File: config.mk
export PLATFORM = sky130hd
export DESIGN_NAME = eth_idma_meta_arbiter
export DESIGN_NICKNAME = d
export VERILOG_FILES = /design/src/rtl/eth_idma_pkg.sv /design/src/rtl/eth_idma_meta_fifo.sv /design/src/rtl/eth_idma_meta_arbiter.sv
export SDC_FILE = /design/constraint.sdc
export NUM_CORES = 1
export LEC_CHECK = 0
export ABC_CLOCK_PERIOD_IN_PS = 6830
export CORE_MARGIN = 4
export CORE_UTILIZATION = 52
export CTS_CLUSTER_SIZE = 10
export DETAILED_ROUTE_END_ITERATION = 8
export GPL_TIMING_DRIVEN = 0
export PLACE_DENSITY = 0.85
export SETUP_SLACK_MARGIN = 0.5
export SLEW_MARGIN = 15
export SYNTH_ARGS = -nofsm -noshare
export SYNTH_HDL_FRONTEND = slang
export SYNTH_SLANG_ARGS = --single-unit
export TNS_END_PERCENT = 30
File: constraint.sdc
create_clock -name clk_i -period 6.83 [get_ports clk_i]
set_input_delay 1.366 -clock clk_i [delete_from_list [all_inputs] [get_ports clk_i]]
set_output_delay 1.366 -clock clk_i [all_outputs]
set_load 0.05 [all_outputs]
File: src/rtl/eth_idma_pkg.sv
// eth_idma_pkg: shared iDMA/Ethernet types, protocol enum and padded-union width helpers
package eth_idma_pkg;

    localparam int unsigned PkgDataWidth  = 64;
    localparam int unsigned PkgStrbWidth  = PkgDataWidth / 8;
    localparam int unsigned PkgAddrWidth  = 32;
    localparam int unsigned PkgAxiIdWidth = 5;
    localparam int unsigned PkgTFLenWidth = 32;
    localparam int unsigned PkgUserWidth  = 1;

    typedef enum logic {
        META_AXI  = 1'b0,
        META_AXIS = 1'b1
    } meta_proto_e;

    function automatic int unsigned max_width(input int unsigned a, input int unsigned b);
        return (a > b) ? a : b;
    endfunction

    // Width of a packed union whose members are each padded up to the widest one
    function automatic int unsigned padded_union_width(input int unsigned a, input int unsigned b);
        return max_width(a, b);
    endfunction

    typedef struct packed {
        logic [PkgAxiIdWidth-1:0] axi_id;
    } idma_opt_t;

    typedef struct packed {
        logic [PkgTFLenWidth-1:0] length;
        logic [PkgAddrWidth-1:0]  src_addr;
        idma_opt_t                opt;
    } idma_req_t;

    typedef struct packed {
        logic [PkgAxiIdWidth-1:0] id;
        logic [PkgAddrWidth-1:0]  addr;
        logic [7:0]               len;
        logic [2:0]               size;
        logic [1:0]               burst;
        logic                     lock;
        logic [3:0]               cache;
        logic [2:0]               prot;
        logic [3:0]               qos;
        logic [3:0]               region;
        logic [PkgUserWidth-1:0]  user;
    } axi_ar_chan_t;

    typedef struct packed {
        logic [PkgDataWidth-1:0]  tdata;
        logic [PkgStrbWidth-1:0]  tstrb;
        logic [PkgStrbWidth-1:0]  tkeep;
        logic                     tlast;
        logic [PkgAxiIdWidth-1:0] tid;
        logic [PkgAxiIdWidth-1:0] tdest;
        logic [PkgUserWidth-1:0]  tuser;
    } axis_t_chan_t;

    localparam int unsigned ReadMetaWidth = padded_union_width($bits(axi_ar_chan_t), $bits(axis_t_chan_t));

    // The AR beat is the narrower member, so it carries the padding
    typedef struct packed {
        logic [ReadMetaWidth-$bits(axi_ar_chan_t)-1:0] pad;
        axi_ar_chan_t                                  ar;
    } axi_ar_padded_t;

    typedef union packed {
        axi_ar_padded_t axi;
        axis_t_chan_t   axis;
    } read_meta_channel_t;

endpackage

File: src/rtl/eth_idma_meta_fifo.sv
// eth_idma_meta_fifo: synchronous Depth-entry FIFO with full/empty flags and occupancy count
module eth_idma_meta_fifo #(
    parameter int unsigned  Depth  = 4,
    parameter type          elem_t = logic,
    localparam int unsigned PtrW   = $clog2(Depth),
    localparam int unsigned CntW   = PtrW + 1
) (
    input  logic            clk_i,
    input  logic            rst_ni,
    input  logic            i_push,
    input  elem_t           i_data,
    input  logic            i_pop,
    output elem_t           o_data,
    output logic            o_full,
    output logic            o_empty,
    output logic [CntW-1:0] o_fill
);

    elem_t           r_mem [Depth];
    logic [PtrW-1:0] r_wr;
    logic [PtrW-1:0] r_rd;
    logic [CntW-1:0] r_fill;
    logic            w_push;
    logic            w_pop;

    assign o_full  = (r_fill == CntW'(Depth));
    assign o_empty = (r_fill == '0);
    assign o_fill  = r_fill;
    assign w_push  = i_push & ~o_full;
    assign w_pop   = i_pop & ~o_empty;
    // An empty FIFO presents an all-zero word so the head never shows stale storage
    assign o_data  = o_empty ? '0 : r_mem[r_rd];

    // Pointers wrap naturally because Depth is a power of two
    always_ff @(posedge clk_i) begin
        if (!rst_ni) begin
            r_wr   <= '0;
            r_rd   <= '0;
            r_fill <= '0;
        end else begin
            if (w_push) r_wr <= r_wr + 1'b1;
            if (w_pop) r_rd <= r_rd + 1'b1;
            r_fill <= r_fill + CntW'(w_push) - CntW'(w_pop);
        end
    end

    // Storage needs no reset; occupancy decides what is visible
    always_ff @(posedge clk_i) begin
        if (w_push) r_mem[r_wr] <= i_data;
    end

endmodule

File: src/rtl/eth_idma_meta_arbiter.sv
// eth_idma_meta_arbiter: round-robin iDMA request arbiter converting requests into AXI AR / AXIS T meta words ahead of a FIFO.
// Define ETH_IDMA_META_STATS_EN to add per-channel accept counters on acc_cnt_o.
module eth_idma_meta_arbiter
    import eth_idma_pkg::*;
#(
    parameter int unsigned  NumChannels = 2,
    parameter int unsigned  Depth       = 4,
    parameter int unsigned  DataWidth   = 64,
    parameter int unsigned  AddrWidth   = 32,
    parameter int unsigned  AxiIdWidth  = 5,
    parameter int unsigned  TFLenWidth  = 32,
    parameter type          req_t       = idma_req_t,
    parameter type          meta_t      = read_meta_channel_t,
    localparam int unsigned StrbWidth   = DataWidth / 8,
    localparam int unsigned OffsetWidth = $clog2(StrbWidth),
    localparam int unsigned ChanW       = (NumChannels > 1) ? $clog2(NumChannels) : 1,
    localparam int unsigned FillW       = $clog2(Depth) + 1
) (
    input  logic                         clk_i,
    input  logic                         rst_ni,
    input  req_t [NumChannels-1:0]       req_i,
    input  logic [NumChannels-1:0]       req_valid_i,
    output logic [NumChannels-1:0]       req_ready_o,
    input  logic [NumChannels-1:0]       proto_i,
    output meta_t                        meta_o,
    output logic                         meta_proto_o,
    output logic [ChanW-1:0]             meta_chan_o,
    output logic                         meta_valid_o,
    input  logic                         meta_ready_i,
    output logic                         drop_o,
`ifdef ETH_IDMA_META_STATS_EN
    output logic [NumChannels-1:0][15:0] acc_cnt_o,
`endif
    output logic [FillW-1:0]             fill_o
);

    localparam int unsigned LenW = TFLenWidth + 1;

    typedef struct packed {
        meta_proto_e      proto;
        logic [ChanW-1:0] chan;
        meta_t            meta;
    } elem_t;

    logic [ChanW-1:0]       r_rr;
    logic [ChanW-1:0]       w_sel;
    logic [ChanW-1:0]       w_idx;
    logic [NumChannels-1:0] w_grant;
    logic                   w_any;
    logic                   w_full;
    logic                   w_empty;
    logic                   w_zero;
    logic                   w_accept;
    logic                   w_push;
    logic [LenW-1:0]        w_sum;
    logic [LenW-1:0]        w_beats;
    req_t                   w_req;
    meta_proto_e            w_proto;
    meta_t                  w_meta;
    elem_t                  w_push_elem;
    elem_t                  w_head;

    // Round-robin search for the first valid channel starting at r_rr
    always_comb begin
        w_grant = '0;
        w_sel   = '0;
        w_idx   = '0;
        w_any   = 1'b0;
        for (int i = 0; i < NumChannels; i++) begin
            w_idx = ChanW'((32'(r_rr) + 32'(i)) % NumChannels);
            if (!w_any && req_valid_i[w_idx]) begin
                w_any = 1'b1;
                w_sel = w_idx;
            end
        end
        w_grant[w_sel] = w_any;
    end

    assign w_req       = req_i[w_sel];
    assign w_proto     = meta_proto_e'(proto_i[w_sel]);
    assign w_zero      = (w_req.length == '0);
    // Fullness is judged before any same-cycle pop; zero-length requests bypass the FIFO
    assign req_ready_o = w_grant & {NumChannels{rst_ni & (~w_full | w_zero)}};
    assign w_accept    = |req_ready_o;
    assign w_push      = w_accept & ~w_zero;
    assign drop_o      = w_accept & w_zero;
    assign w_sum       = {1'b0, w_req.length} + LenW'(w_req.src_addr[OffsetWidth-1:0]) - LenW'(1);
    assign w_beats     = w_sum >> OffsetWidth;

    // Convert the granted request into an AR beat or an AXIS T beat
    always_comb begin
        w_meta = '0;
        if (w_proto == META_AXIS) begin
            w_meta.axis.tid   = AxiIdWidth'(w_sel);
            w_meta.axis.tdest = w_req.opt.axi_id;
            w_meta.axis.tkeep = '1;
            w_meta.axis.tstrb = '1;
            w_meta.axis.tlast = 1'b1;
        end else begin
            w_meta.axi.ar.addr  = AddrWidth'(w_req.src_addr);
            w_meta.axi.ar.id    = AxiIdWidth'(w_sel);
            w_meta.axi.ar.size  = 3'(OffsetWidth);
            w_meta.axi.ar.burst = 2'b01;
            w_meta.axi.ar.len   = (w_beats > LenW'(255)) ? 8'hFF : w_beats[7:0];
        end
    end

    assign w_push_elem = '{proto: w_proto, chan: w_sel, meta: w_meta};

    // Advance the round-robin pointer past the channel just accepted
    always_ff @(posedge clk_i) begin
        if (!rst_ni) r_rr <= '0;
        else if (w_accept) r_rr <= (32'(w_sel) == NumChannels - 1) ? '0 : w_sel + 1'b1;
    end

    eth_idma_meta_fifo #(
        .Depth  (Depth),
        .elem_t (elem_t)
    ) u_fifo (
        .clk_i   (clk_i),
        .rst_ni  (rst_ni),
        .i_push  (w_push),
        .i_data  (w_push_elem),
        .i_pop   (meta_ready_i),
        .o_data  (w_head),
        .o_full  (w_full),
        .o_empty (w_empty),
        .o_fill  (fill_o)
    );

    assign meta_valid_o = ~w_empty;
    assign meta_o       = w_head.meta;
    assign meta_proto_o = w_head.proto;
    assign meta_chan_o  = w_head.chan;

`ifdef ETH_IDMA_META_STATS_EN
    logic [NumChannels-1:0][15:0] r_acc_cnt;

    // Count every accept per channel, zero-length ones included; wraps at 2^16
    always_ff @(posedge clk_i) begin
        if (!rst_ni) r_acc_cnt <= '0;
        else for (int k = 0; k < NumChannels; k++) if (req_ready_o[k]) r_acc_cnt[k] <= r_acc_cnt[k] + 16'd1;
    end

    assign acc_cnt_o = r_acc_cnt;
`endif

endmodule
# Word level (Yosys, flattened, before mapping)
# Memory sizes are Yosys's and may differ from the RTL's. A register that Yosys moved wholly into a read port is not among the register bits.
# Cells that the tools add are included.
dict set report word_totals {
  memories 1
  input_bits 145
  ram_bits 256
  romBits 0
  register_bits 8
  word_cells 60
  latch_bits 0
}
dict set report classes {
  n_eq_ne 1
  magnitude_cmp 5
  n_bitwise 11
  addsub 8
  n_reduce_logical 6
  n_mul 0
  mux 24
  shifts 0
  div_mod_pow 0
}
# name depth word_bits read_ports rd_clocked_by_memory_dff wr line
set mem_list {}
lappend mem_list {u_fifo.r_mem 4 64 1 1 1 eth_idma_meta_fifo.sv:19} ;# elem_t r_mem [Depth];
# op count
set ops {}
lappend ops {{two-way mux 69 bit} 2}
lappend ops {{two-way mux 94 bit} 1}
lappend ops {{two-way mux 35 bit} 1}
lappend ops {{adder 32 x 3 -> 33 bit} 1}
lappend ops {{subtractor 33 x 1 -> 33 bit (second input constant)} 1}
lappend ops {{logical NOT 32 bit} 1}
lappend ops {{greater-than comparator 30 x 8 -> 1 bit (second input constant)} 1}
lappend ops {{two-way mux 16 bit} 1}
lappend ops {{two-way mux 1 bit} 14}
lappend ops {{two-way mux 11 bit} 1}
lappend ops {{two-way mux 8 bit} 1}
lappend ops {{< comparator 1 x 2 -> 1 bit (second input constant)} 3}
lappend ops {{AND 1 bit} 5}
lappend ops {{adder 2 x 1 -> 2 bit (second input constant)} 2}
lappend ops {{AND 2 bit} 2}
lappend ops {{two-way mux 2 bit} 2}
lappend ops {{adder 3 x 1 -> 3 bit} 1}
lappend ops {{== test 3 bit (second input constant)} 1}
lappend ops {{logical NOT 3 bit} 1}
lappend ops {{NOT 1 bit} 3}
lappend ops {{subtractor 3 x 1 -> 3 bit} 1}
lappend ops {{adder 1 bit (second input constant)} 2}
lappend ops {{logical AND 1 bit} 2}
lappend ops {{OR reduction 2 bit} 1}
lappend ops {{4 further kinds} 4}

# Depth between registers and ports, before layout
# Gate-level depths: netlist of the first run.
dict set report depth {
  depth_word 17
  depth_mapped 22
  depth_no_buf 19
}

# Modules after synthesis
# Synthesis of the first run repeated with hierarchy kept, for this count alone.
dict set report unflattened {
  cells_unflattened 1270
  hier_area_um2 18712.9
}
# module seq_area_each_um2 area_each_um2 cells_per_inst n_inst
set by_module_without_submodules {}
lappend by_module_without_submodules {eth_idma_meta_fifo 11471.0 14677.8 646 1}
lappend by_module_without_submodules {eth_idma_meta_arbiter 20.0 4035.1 624 1}

# Worst setup path after synthesis of the first run
# No wires, ideal clock.
dict set report synth_timing {
  path_kind {input-to-output}
  start {input port req_valid_i[0]}
  end {output port drop_o}
  path_buffers 2
  required_time_ns 5.464
  arrival_time_ns 4.549
  stages 12
  setup_slack_ns 0.915
  path_cell_list {nand2b_1 -> buf_6 -> nand2_2 -> buf_1 -> mux2i_1 -> ha_1 -> nand4_1 -> nor4_1 -> nand2_1 -> nor2_1 -> o21ai_0 -> a211oi_1}
}
dict set report synth_between {
  elab_chain_len 14
}
# item line
set synth_rtl {}
lappend synth_rtl {{from (decl)} eth_idma_meta_arbiter.sv:22} ;# input logic [NumChannels-1:0] req_valid_i,
lappend synth_rtl {{two-way mux 1 bit (not written as such) (2 in a row)} eth_idma_meta_arbiter.sv:71} ;# if (!w_any && req_valid_i[w_idx]) begin
lappend synth_rtl {{two-way mux 1 bit} eth_idma_meta_arbiter.sv:71}
lappend synth_rtl {{logical NOT 1 bit} eth_idma_meta_arbiter.sv:71}
lappend synth_rtl {{logical AND 1 bit} eth_idma_meta_arbiter.sv:71}
lappend synth_rtl {{two-way mux 1 bit} eth_idma_meta_arbiter.sv:71}
lappend synth_rtl {{two-way mux 69 bit (not written as such), or another cell as far along} eth_idma_meta_arbiter.sv:79} ;# assign w_req = req_i[w_sel];
lappend synth_rtl {{two-way mux 69 bit (not written as such) or logical AND 1 bit (tied branches)} {eth_idma_meta_arbiter.sv:79, eth_idma_meta_arbiter.sv:76}}
lappend synth_rtl {{logical NOT 32 bit or two-way mux 1 bit (tied branches)} {eth_idma_meta_arbiter.sv:81, eth_idma_meta_arbiter.sv:76}}
lappend synth_rtl {{bitwise OR 1 bit or demux 1 bit (select 1 bit) (tied branches)} {eth_idma_meta_arbiter.sv:83, eth_idma_meta_arbiter.sv:76}}
lappend synth_rtl {{AND 1 bit or AND 2 bit (tied branches)} n/a}
lappend synth_rtl {{AND 2 bit} eth_idma_meta_arbiter.sv:83} ;# assign req_ready_o = w_grant & {NumChannels{rst_ni & (~w_full | w_zero)}};
lappend synth_rtl {{OR reduction 2 bit} eth_idma_meta_arbiter.sv:84} ;# assign w_accept = |req_ready_o;
lappend synth_rtl {{AND 1 bit (*)} eth_idma_meta_arbiter.sv:86} ;# assign drop_o = w_accept & w_zero;
lappend synth_rtl {{to (decl)} eth_idma_meta_arbiter.sv:30} ;# output logic drop_o,
# Mark *: on every way between the ends. The rest lies on a longest branch, timed or not. The select of a mux whose other input is x is not followed.

==> reports/metrics.cfg, run 1 <==
[status]
outcome = finished, final reports clean

[cells_and_area]
multi_input_area_mm2 = 0.005489
postLayoutCellArea_mm2 = 0.01547
final.fill_count = 1583
drive_gt1_frac = 0.1263
diodes = 0
area.sequential_mm2 = 0.006086
area_growth_pct = 28.13
nets = 1484

[synthesis]
yosysTopAreaCell = edfxtp_1
yosysUniqueCellTypes = 79
async_reset_ff_frac = 0
synthTopCellsByCount = edfxtp_1 (196), nand2_1 (110), a21oi_1 (73)
synthesis.instances = 1018
yosys.cell_count.top_type = edfxtp_1
ys_ff_latch = 206
synth_top_cell_area_share = 0.4875
yosysSeqAreaShare = 0.5040
synth_edf_count = 196
netlist_area_mm2 = 0.01207
synth_area_leaders = edfxtp_1 (49%), mux4_2 (9.1%), ha_1 (5.2%), nand2_1 (3.4%), and2_1 (3.2%)
postSynthAreaPerCell_um2 = 11.86
yosys_warnings = 0
ys.flop_type = edfxtp_1

[detailed_routing]
drtIter0Drc = 850
avgRoutedWirePerCell_um = 22.28
detail_route.vias_per_cell = 5.968
routed_wirelength_um = 35290
drt.antenna.violating_nets = 0
drc_errors = 0
dr_total_vias = 9453
first_pass_iters = 5

[die]
start_util = 0.5317
num_rows = 55
dieWidth_um = 160.4
die_y_um = 160.4
dieArea_mm2 = 0.02572
io_pins = 246
core_area_mm2 = 0.02271

[clock_network]
cts_sinks = 206
h-tree-depth = 1
clock_latency_ns = 0.51
cts_tree = done
clockBufferDepth = 3
path_clk_slew_ns = 0.05
cts_buffers = 24
clockRootBuffer = clkbuf_16

[global_route]
grtUsageTotal = 0.2656
antenna_found_initial = 1
grt_first_pass_wirelength_um = 53780
grt_max_degree = 50
grt_pass1_vias = 9512
grt_remaining_overflow = 0

[place]
io_buffers = 210
placed_cell_area_mm2 = 0.01467
routabilityCongestion = 0.9987
place.detailed.hpwl_um = 25810

[critical_path]
worst_ep_required_time_ns = 6.98
worst-setup-path-type = input port to register
crit_path_top_delay_cell = clkdlybuf4s50_1
max_stage_delay_ns = 0.51
r2r_cells = 18
endpoint_kind = register
cp_max_fo = 10
worstSetupStartpointType = input port
cp.arrival_ns = 6.30
cp_cell_sequence = clkdlybuf4s50_1, nand2b_1, buf_6, nand2_4, buf_6, mux2i_1, ha_1, inv_1, ha_1, maj3_1, mux2i_2, o22a_1, clkbuf_1, a21oi_1, a211o_1, nor4_1, and4_1, buf_4, o2111ai_1

[timing]
period_needed_ns = 6.151
hold_ws_ns = 0.4865
setup-tns-final_ns = 0
finalCritPeriodShare = 0.9006
rsz0062_at_grt = false
clock_skew_ns = 0.02575
slew_headroom = 0.3710
maxSlewViolCount = 0
hold_viol_final = 0
setup_viol = 0
fmax_mhz = 162.6
worstMarginPinSlew_ns = 0.9435

[worst_hold_path]
min_path_type = register to register
worstHoldPathCells = 2

[pwr]
power_mw = 5.395
powerDensity_mw_per_mm2 = 348.7
peakVddDrop_uv = 217.9
p_leak_nw = 5.766

[run]
maxCapViolations = 0

==> layer usage <==
layer | track usage | routed length, um
met5 | 0 | 13
met4 | 0.09542 | 1367
met3 | 0.03310 | 2713
met2 | 0.4825 | 18160
met1 | 0.3260 | 13030
==> stage by stage <==
| stage | utilization | setup WS, ns | cells |
|---|---|---|---|
| global route | 0.6813 | 0.5006 | 1584 |
| finish | 0.6813 | 0.6790 | 1584 |
| global placement | 0.6454 | -0.9043 | 1546 |
| detailed placement | 0.6458 | -0.8849 | 1546 |
| floorplan | - | 0.9150 | 1051 |
| CTS | 0.6781 | 0.5229 | 1584 |
==> flip-flops by register name (all words and copies together), names as in the netlist, named ones only <==
signal / cells
u_fifo.r_mem: 196
u_fifo.o_fill: 3
r_rr: 1
u_fifo.r_rd: 2
u_fifo.r_wr: 2
==> logic make-up after synthesis <==
group,Yosys count,share of synthesized area
AO/OA/AOI/OAI,189,0.1045
XOR/XNOR,15,0.01088
adder cells (fa/ha/maj),53,0.05513
buffers and inverters,143,0.05979
flip-flops,206,0.5040
multiplexers,85,0.1213
other,1,0.0003106
AND/OR/NAND/NOR,326,0.1440
==> area by class of cell <==
cell class	instances	share of cell area
Timing Repair Buffer	211	0.1359
Buffer	90	0.03558
Clock buffer	35	0.04149
Multi-Input combinational cell	702	0.3548
Sequential cell	206	0.3934
Clock inverter	2	0.002992
Tap cell	285	0.02305
Inverter	53	0.01286
==> final timing paths <==
check,endpoint,start,slack [ns]
min,r_rr,r_rr,0.49
max,u_fifo.r_mem[0][25],req_valid_i[0],0.68
min reg2reg,r_rr,r_rr,0.49
max reg2reg,u_fifo.r_mem[0][25],r_rr,1.68
==> power by group <==
part	switching, mW	internal, mW	total [mW]
clock	0.459	0.682	1.14
sequential	0.0333	1.51	1.54
combinational	1.71	1.01	2.71
total	2.20	3.19	5.39
==> placed cells by master, fill, tap and decap left out, types with 5 or more instances in the layout <==
cell / count
a211oi_1: 8
xnor2_1: 11
a21o_1: 8
nand2_1: 110
buf_4: 51
nor3_1: 7
clkbuf_1: 38
mux2i_1: 32
o31a_1: 6
a21oi_1: 73
or3_1: 7
clkdlybuf4s50_1: 207
clkbuf_16: 24
and3_1: 7
nor2_1: 34
mux4_2: 49
o21ai_0: 26
edfxtp_1: 196
nand4_1: 16
conb_1: 34
inv_1: 51
nand3_1: 14
a31oi_1: 7
buf_1: 5
and2_1: 58
ha_1: 50
a211o_1: 5
nor4_1: 5
nor2b_1: 18
dfxtp_1: 10
nand2b_1: 17
==> worst max-delay path: cells and delay by family <==
kind / cells / cell delay [ns]
buffers and inverters: 6 / 1.49
adders and majority gates: 3 / 0.91
muxes: 2 / 0.78
and+or+nand+nor: 4 / 0.78
AOI/OAI and AO/OA: 4 / 0.93
==> what timing repair did <==
action,in CTS,in global routing
endpoints found under the setup margin,35,35
setup buffers,1,0
pin swaps,1,0
hold buffers,0,0
resized for setup,36,22
(Power assumes the default switching activity.)
==> run 2, diff against run 1 <==
Settings changed: SETUP_SLACK_MARGIN 0.5 to 0.4.
==> reports/metrics.cfg, run 2 (synthesis results as in run 1) <==
[cells_and_area]
nets = 1484  ; unchanged
top_register = u_fifo.r_mem
largest_register_ffs = 196  ; unchanged
diodes = 0  ; unchanged
postLayoutCellArea_mm2 = 0.01542  ; -0.31%
area_growth_pct = 27.74
drive_gt1_frac = 0.1201  ; -0.006159
final.fill_count = 1587  ; +0.25%
area.sequential_mm2 = 0.006086  ; unchanged
fin_cells = 1584  ; unchanged
multi_input_area_mm2 = 0.005451  ; -0.68%
final_cell_mix = clkdlybuf4s50_1 (207), edfxtp_1 (196), nand2_1 (110), a21oi_1 (73), and2_1 (58)
finalCoreUtilization = 0.6792  ; -0.002093
final_common_cell = clkdlybuf4s50_1

[die]
start_util = 0.5317  ; unchanged
num_rows = 55  ; unchanged
dieWidth_um = 160.4  ; unchanged
io_pins = 246  ; unchanged
die_y_um = 160.4  ; unchanged
dieArea_mm2 = 0.02572  ; unchanged
core_area_mm2 = 0.02271  ; unchanged

[critical_path]
worst_ep_required_time_ns = 6.99  ; about the same
cp.arrival_ns = 6.44  ; +0.14 ns
regToRegStartpoint = r_rr
cp_max_fo = 10  ; unchanged
r2r_cells = 18  ; unchanged
endpoint_kind = register
worstSetupStartpointType = input port
rrSetupSlack_ns = 1.56  ; -0.12 ns
worst-setup-path-type = input port to register
r2r_end = u_fifo.r_mem[0][25]

[timing]
maxSlewViolCount = 0  ; unchanged
hold_ws_ns = 0.4868  ; +0.0003540 ns
hold_viol_final = 0  ; unchanged
setup_viol = 0  ; unchanged
clock_skew_ns = 0.02092  ; -0.004828 ns
fmax_mhz = 159.2  ; -2.1%
setup-tns-final_ns = 0  ; unchanged
slew_headroom = 0.3668  ; -0.004220
rsz0062_at_grt = false
finalCritPeriodShare = 0.9196  ; +0.01897
worstMarginPinSlew_ns = 0.9498  ; +0.006329 ns
period_needed_ns = 6.281  ; +0.1296 ns
fin_ws_ns = 0.5494  ; -0.1296 ns

[place]
placed_cell_area_mm2 = 0.01467  ; unchanged
io_buffers = 210  ; unchanged
routabilityCongestion = 0.9987  ; unchanged
dp_slack_ns = -0.8849  ; unchanged
place.detailed.hpwl_um = 25810  ; unchanged
dpl.cell_count = 1546  ; unchanged

[worst_hold_path]
min_path_type = register to register
min_from = r_rr
worstHoldEndpoint = r_rr
worstHoldPathCells = 2  ; unchanged

[clock_network]
cts_tree = done
ctsHoldBuffers = 0  ; unchanged
cts_buffers = 24  ; unchanged
clockBufferDepth = 3  ; unchanged
cts_sinks = 206  ; unchanged
clockRootBuffer = clkbuf_16
h-tree-depth = 1  ; unchanged
path_clk_slew_ns = 0.05  ; about the same
clock_latency_ns = 0.51  ; about the same

[detailed_routing]
dr_total_vias = 9428  ; -0.26%
wl_met3_um = 2715  ; about the same
routed.top_layer = met5
drc_errors = 0  ; unchanged
detail_route.vias_per_cell = 5.952  ; -0.26%
drt.antenna.violating_nets = 0  ; unchanged
routed_wirelength_um = 35260  ; about the same
met1_length_um = 12940  ; -0.72%
avgRoutedWirePerCell_um = 22.26  ; about the same
first_pass_iters = 5  ; unchanged
wl_met2_um = 18210  ; +0.27%
drtIter0Drc = 791  ; -6.9%

[pwr]
power_mw = 5.384  ; -0.20%
peakVddDrop_uv = 217.9  ; about the same
powerDensity_mw_per_mm2 = 349.1  ; +0.11%
p_leak_nw = 5.744  ; -0.39%

[global_route]
grt_first_pass_wirelength_um = 53770  ; about the same
grt_remaining_overflow = 0  ; unchanged
grtUsageTotal = 0.2655  ; about the same
grt_pass1_vias = 9519  ; +0.074%
antenna_found_initial = 1  ; unchanged
grt_max_degree = 50  ; unchanged

[run]
maxCapViolations = 0  ; unchanged

[status]
outcome = finished, final reports clean

-- run 2: cell count changes in the layout (fill, tap and decap cells not counted), moves of 2 or more --
cell	previous run	this run
clkbuf_1	38	42
clkbuf_2	4	0
mux2i_1	32	34
mux2i_2	3	1
-- run 2: timing repair --
action,CTS,global route
gates resized for setup,28,12
pin swaps,1,0
buffers inserted,1,0
endpoints found under the setup margin,35,35
-- run 2: how the worst max path moves through the flow --
stage | end | slack, ns | start
after floorplan | drop_o | 0.91 | req_valid_i[0]
after global placement | drop_o | -0.90 | req_valid_i[0]
after detailed placement | drop_o | -0.88 | req_valid_i[0]
after CTS | drop_o | 0.37 | req_valid_i[0]
after global routing | u_fifo.r_mem[1][25] | 0.41 | req_valid_i[0]
final | u_fifo.r_mem[0][25] | 0.55 | req_valid_i[0]
-- run 2: power breakdown --
| group | leakage [nW] | switching (mW) | internal [mW] |
|---|---|---|---|
| Sequential | 1.87 | 0.0335 | 1.51 |
| Combinational | 3.54 | 1.70 | 1.00 |
| Clock | 0.330 | 0.458 | 0.682 |
| Total | 5.74 | 2.20 | 3.19 |
-- run 2: per-layer routing --
layer  global-route usage  up-vias
met2               0.4822      551
met3              0.03336       99
li1                     -     4280
met4              0.09621        2
met5                    0        -
met1               0.3256     4496
-- run 2: critical path: stages --
cell and delay, ns:
clkdlybuf4s50_1 0.52, nand2b_1 0.10, buf_6 0.15, nand2_4 0.15
buf_4 0.28, mux2i_1 0.49, ha_1 0.25, inv_1 0.07
ha_1 0.27, maj3_1 0.37, mux2i_1 0.40, o22a_1 0.23
clkbuf_1 0.37, a21oi_1 0.13, a211o_1 0.34, nor4_1 0.25
and4_1 0.26, buf_4 0.17, o2111ai_1 0.24
-- run 2: layout make-up --
class	instances	area share
flip-flops and latches	206	0.3946
multi-input cells	702	0.3535
repair buffers	211	0.1364
clock buffers	35	0.04162
plain buffers	90	0.03496
well taps	285	0.02312
inverters	53	0.01290
clock inverters	2	0.003002
==> run 3, diff against run 2 <==
Settings changed: CORE_UTILIZATION 52 to 57, PLACE_DENSITY 0.85 to 0.86, SYNTH_HIERARCHICAL set to 1.
==> reports/metrics.cfg, run 3 <==
[timing]
maxSlewViolCount = 0  ; unchanged
hold_viol_final = 0  ; unchanged
rsz0062_at_grt = true
clock_skew_ns = 0.01471  ; -0.006209 ns
fmax_mhz = 156.4  ; -1.8%
worstMarginPinSlew_ns = 0.9453  ; -0.004494 ns
hold_ws_ns = 0.5220  ; +0.03523 ns
slew_headroom = 0.3698  ; +0.002996
finalCritPeriodShare = 0.9363  ; +0.01676
period_needed_ns = 6.395  ; +0.1145 ns
setup_viol = 0  ; unchanged
setup-tns-final_ns = 0  ; unchanged

[clock_network]
ctsHoldBuffers = 0  ; unchanged
clock_latency_ns = 0.54  ; +0.03 ns
h-tree-depth = 2  ; +1
cts_buffers = 44  ; +83%
cts_tree = done
clockBufferDepth = 3  ; unchanged
cts_sinks = 386  ; +87%
clockRootBuffer = clkbuf_16
path_clk_slew_ns = 0.06  ; about the same

[synthesis]
synth_edf_count = 376  ; +92%
synthesis.instances = 1270  ; +25%
synthTopCellsByCount = edfxtp_1 (376), nor2b_1 (113), nand2_1 (104)
async_reset_ff_frac = 0  ; unchanged
synth_top_cell_area_share = 0.6034  ; +0.1159
netlist_area_mm2 = 0.01871  ; +55%
synth_area_leaders = edfxtp_1 (60%), mux4_2 (11%), nor2b_1 (3.8%), ha_1 (3.3%), nand2_1 (2.1%)
yosysTopAreaCell = edfxtp_1
yosys.cell_count.top_type = edfxtp_1
postSynthAreaPerCell_um2 = 14.73  ; +24%
yosysSeqAreaShare = 0.6141  ; +0.1100
yosys_warnings = 6  ; +6
yosysUniqueCellTypes = 87  ; +10%
ys_ff_latch = 386  ; +87%
ys.flop_type = edfxtp_1

[cells_and_area]
drive_gt1_frac = 0.1473  ; +0.02720
fin_cells = 2181  ; +38%
postLayoutCellArea_mm2 = 0.02396  ; +55%
final_common_cell = edfxtp_1
largest_register_ffs = 376  ; +92%
top_register = u_fifo/r_mem
nets = 1914  ; +29%
area_growth_pct = 28.03
final_cell_mix = edfxtp_1 (376), clkdlybuf4s50_1 (241), conb_1 (148), nor2b_1 (112), nand2_1 (103)

[place]
routabilityCongestion = 0.9656  ; -3.3%
dpl.cell_count = 2107  ; +36%
io_buffers = 244  ; +16%
placed_cell_area_mm2 = 0.02239  ; +53%
place.detailed.hpwl_um = 33880  ; +31%

[detailed_routing]
drt.antenna.violating_nets = 0  ; unchanged
detail_route.vias_per_cell = 5.765  ; -3.1%
routed_wirelength_um = 49270  ; +40%
avgRoutedWirePerCell_um = 22.59  ; +1.5%
drtIter0Drc = 1211  ; +53%
dr_total_vias = 12574  ; +33%
first_pass_iters = 5  ; unchanged
drc_errors = 0  ; unchanged

[global_route]
grtUsageTotal = 0.2743  ; +0.008800
antenna_found_initial = 1  ; unchanged
grt_first_pass_wirelength_um = 75350  ; +40%
grt_remaining_overflow = 0  ; unchanged
grt_pass1_vias = 12838  ; +35%
grt_max_degree = 50  ; unchanged

[critical_path]
cp.arrival_ns = 5.03  ; -1.41 ns
worst-setup-path-type = input port to output pin
worstSetupStartpointType = input port
cp_max_fo = 10  ; unchanged
endpoint_kind = output pin
worst_ep_required_time_ns = 5.46  ; -1.53 ns

[pwr]
powerDensity_mw_per_mm2 = 367.4  ; +5.3%
p_leak_nw = 8.463  ; +47%
peakVddDrop_uv = 252.0  ; +16%

[die]
num_rows = 66  ; +20%
io_pins = 246  ; unchanged
dieArea_mm2 = 0.03579  ; +39%
die_y_um = 189.2  ; +18%
start_util = 0.5766  ; +0.04493
core_area_mm2 = 0.03245  ; +43%
dieWidth_um = 189.2  ; +18%

[status]
outcome = finished, final reports clean

[run]
maxCapViolations = 0  ; unchanged

[worst_hold_path]
min_path_type = register to register

[run 3: worst paths after layout]
check / start / endpoint / slack, ns / depth (start not counted)
max: req_valid_i[0] / drop_o / 0.43 / 16
min: u_fifo/r_wr[0] / u_fifo/r_wr[0] / 0.52 / 2
max reg2reg: r_rr / u_fifo/r_mem[1][26] / 1.38 / 20
min reg2reg: u_fifo/r_wr[0] / u_fifo/r_wr[0] / 0.52 / 2
[run 3: logic make-up (layout without fill, tap and decap cells)]
family / after synthesis / in the layout / share of synthesized area
AOI/OAI and AO/OA: 186 / 186 / 0.06834
xor gates and xnor gates: 13 / 13 / 0.006085
adders and majority gates: 52 / 52 / 0.03504
buffers and inverters: 113 / 435 / 0.02715
DFF: 386 / 386 / 0.6141
muxes: 134 / 134 / 0.1347
other: 2 / 149 / 0.0004013
and+or+nand+nor: 384 / 384 / 0.1142
[run 3: critical path, stage by stage]
cell	delay [ns]
clkdlybuf4s50_1	0.55
nand2b_4	0.12
nand2_2	0.18
clkbuf_16	0.23
clkbuf_16	0.22
mux2i_2	0.29
ha_1	0.22
nand4_1	0.19
nor4_4	0.40
and3_1	0.22
and4_2	0.30
o21ai_0	0.14
nor2_2	0.19
nor2_1	0.09
nor2b_2	0.14
buf_6	0.17
[run 3: cell type report]
type                            count  area, um^2
Antenna cell                        1       2.502
Buffer                             58       386.6
Clock buffer                       64        1197
Clock inverter                      2       40.04
Fill cell                        1981        8496
Inverter                           55       206.4
Multi-Input combinational cell    917        7472
Sequential cell                   386       11490
Tap cell                          442       553.0
Timing Repair Buffer              256        2609
[run 3: timing repair]
item	CTS	global route
buffers inserted	4	3
gates resized for setup	58	28
setup endpoints to repair	416	182
pin swaps	6	6
[run 3: per-stage QoR]
step	setup WS, ns	power, mW	utilization
3_5_place_dp	-1.902	6.700	0.6899
5_1_grt	0.3090	9.158	0.7382
6_report	0.4349	8.803	0.7382
3_3_place_gp	-2.387	6.624	0.6859
2_1_floorplan	0.1846	5.485	-
4_1_cts	0.4033	8.824	0.7349
[run 3: where the power goes]
| group | leakage (nW) | switching, mW | internal, mW | total (mW) |
|---|---|---|---|---|
| Clock | 0.597 | 0.871 | 1.21 | 2.08 |
| Combinational | 4.35 | 2.39 | 1.41 | 3.80 |
| Sequential | 3.51 | 0.0646 | 2.86 | 2.92 |
[run 3: per-layer routing]
metal  part of all wire  wire length [um]  up-vias  track usage
met2               0.52             25600      576       0.4779
met3              0.060              2949      116      0.03226
met1               0.38             18920     6246       0.3603
met4              0.036              1798        0      0.09978
li1                   -                 -     5636            -
met5                  0                 0        -            0
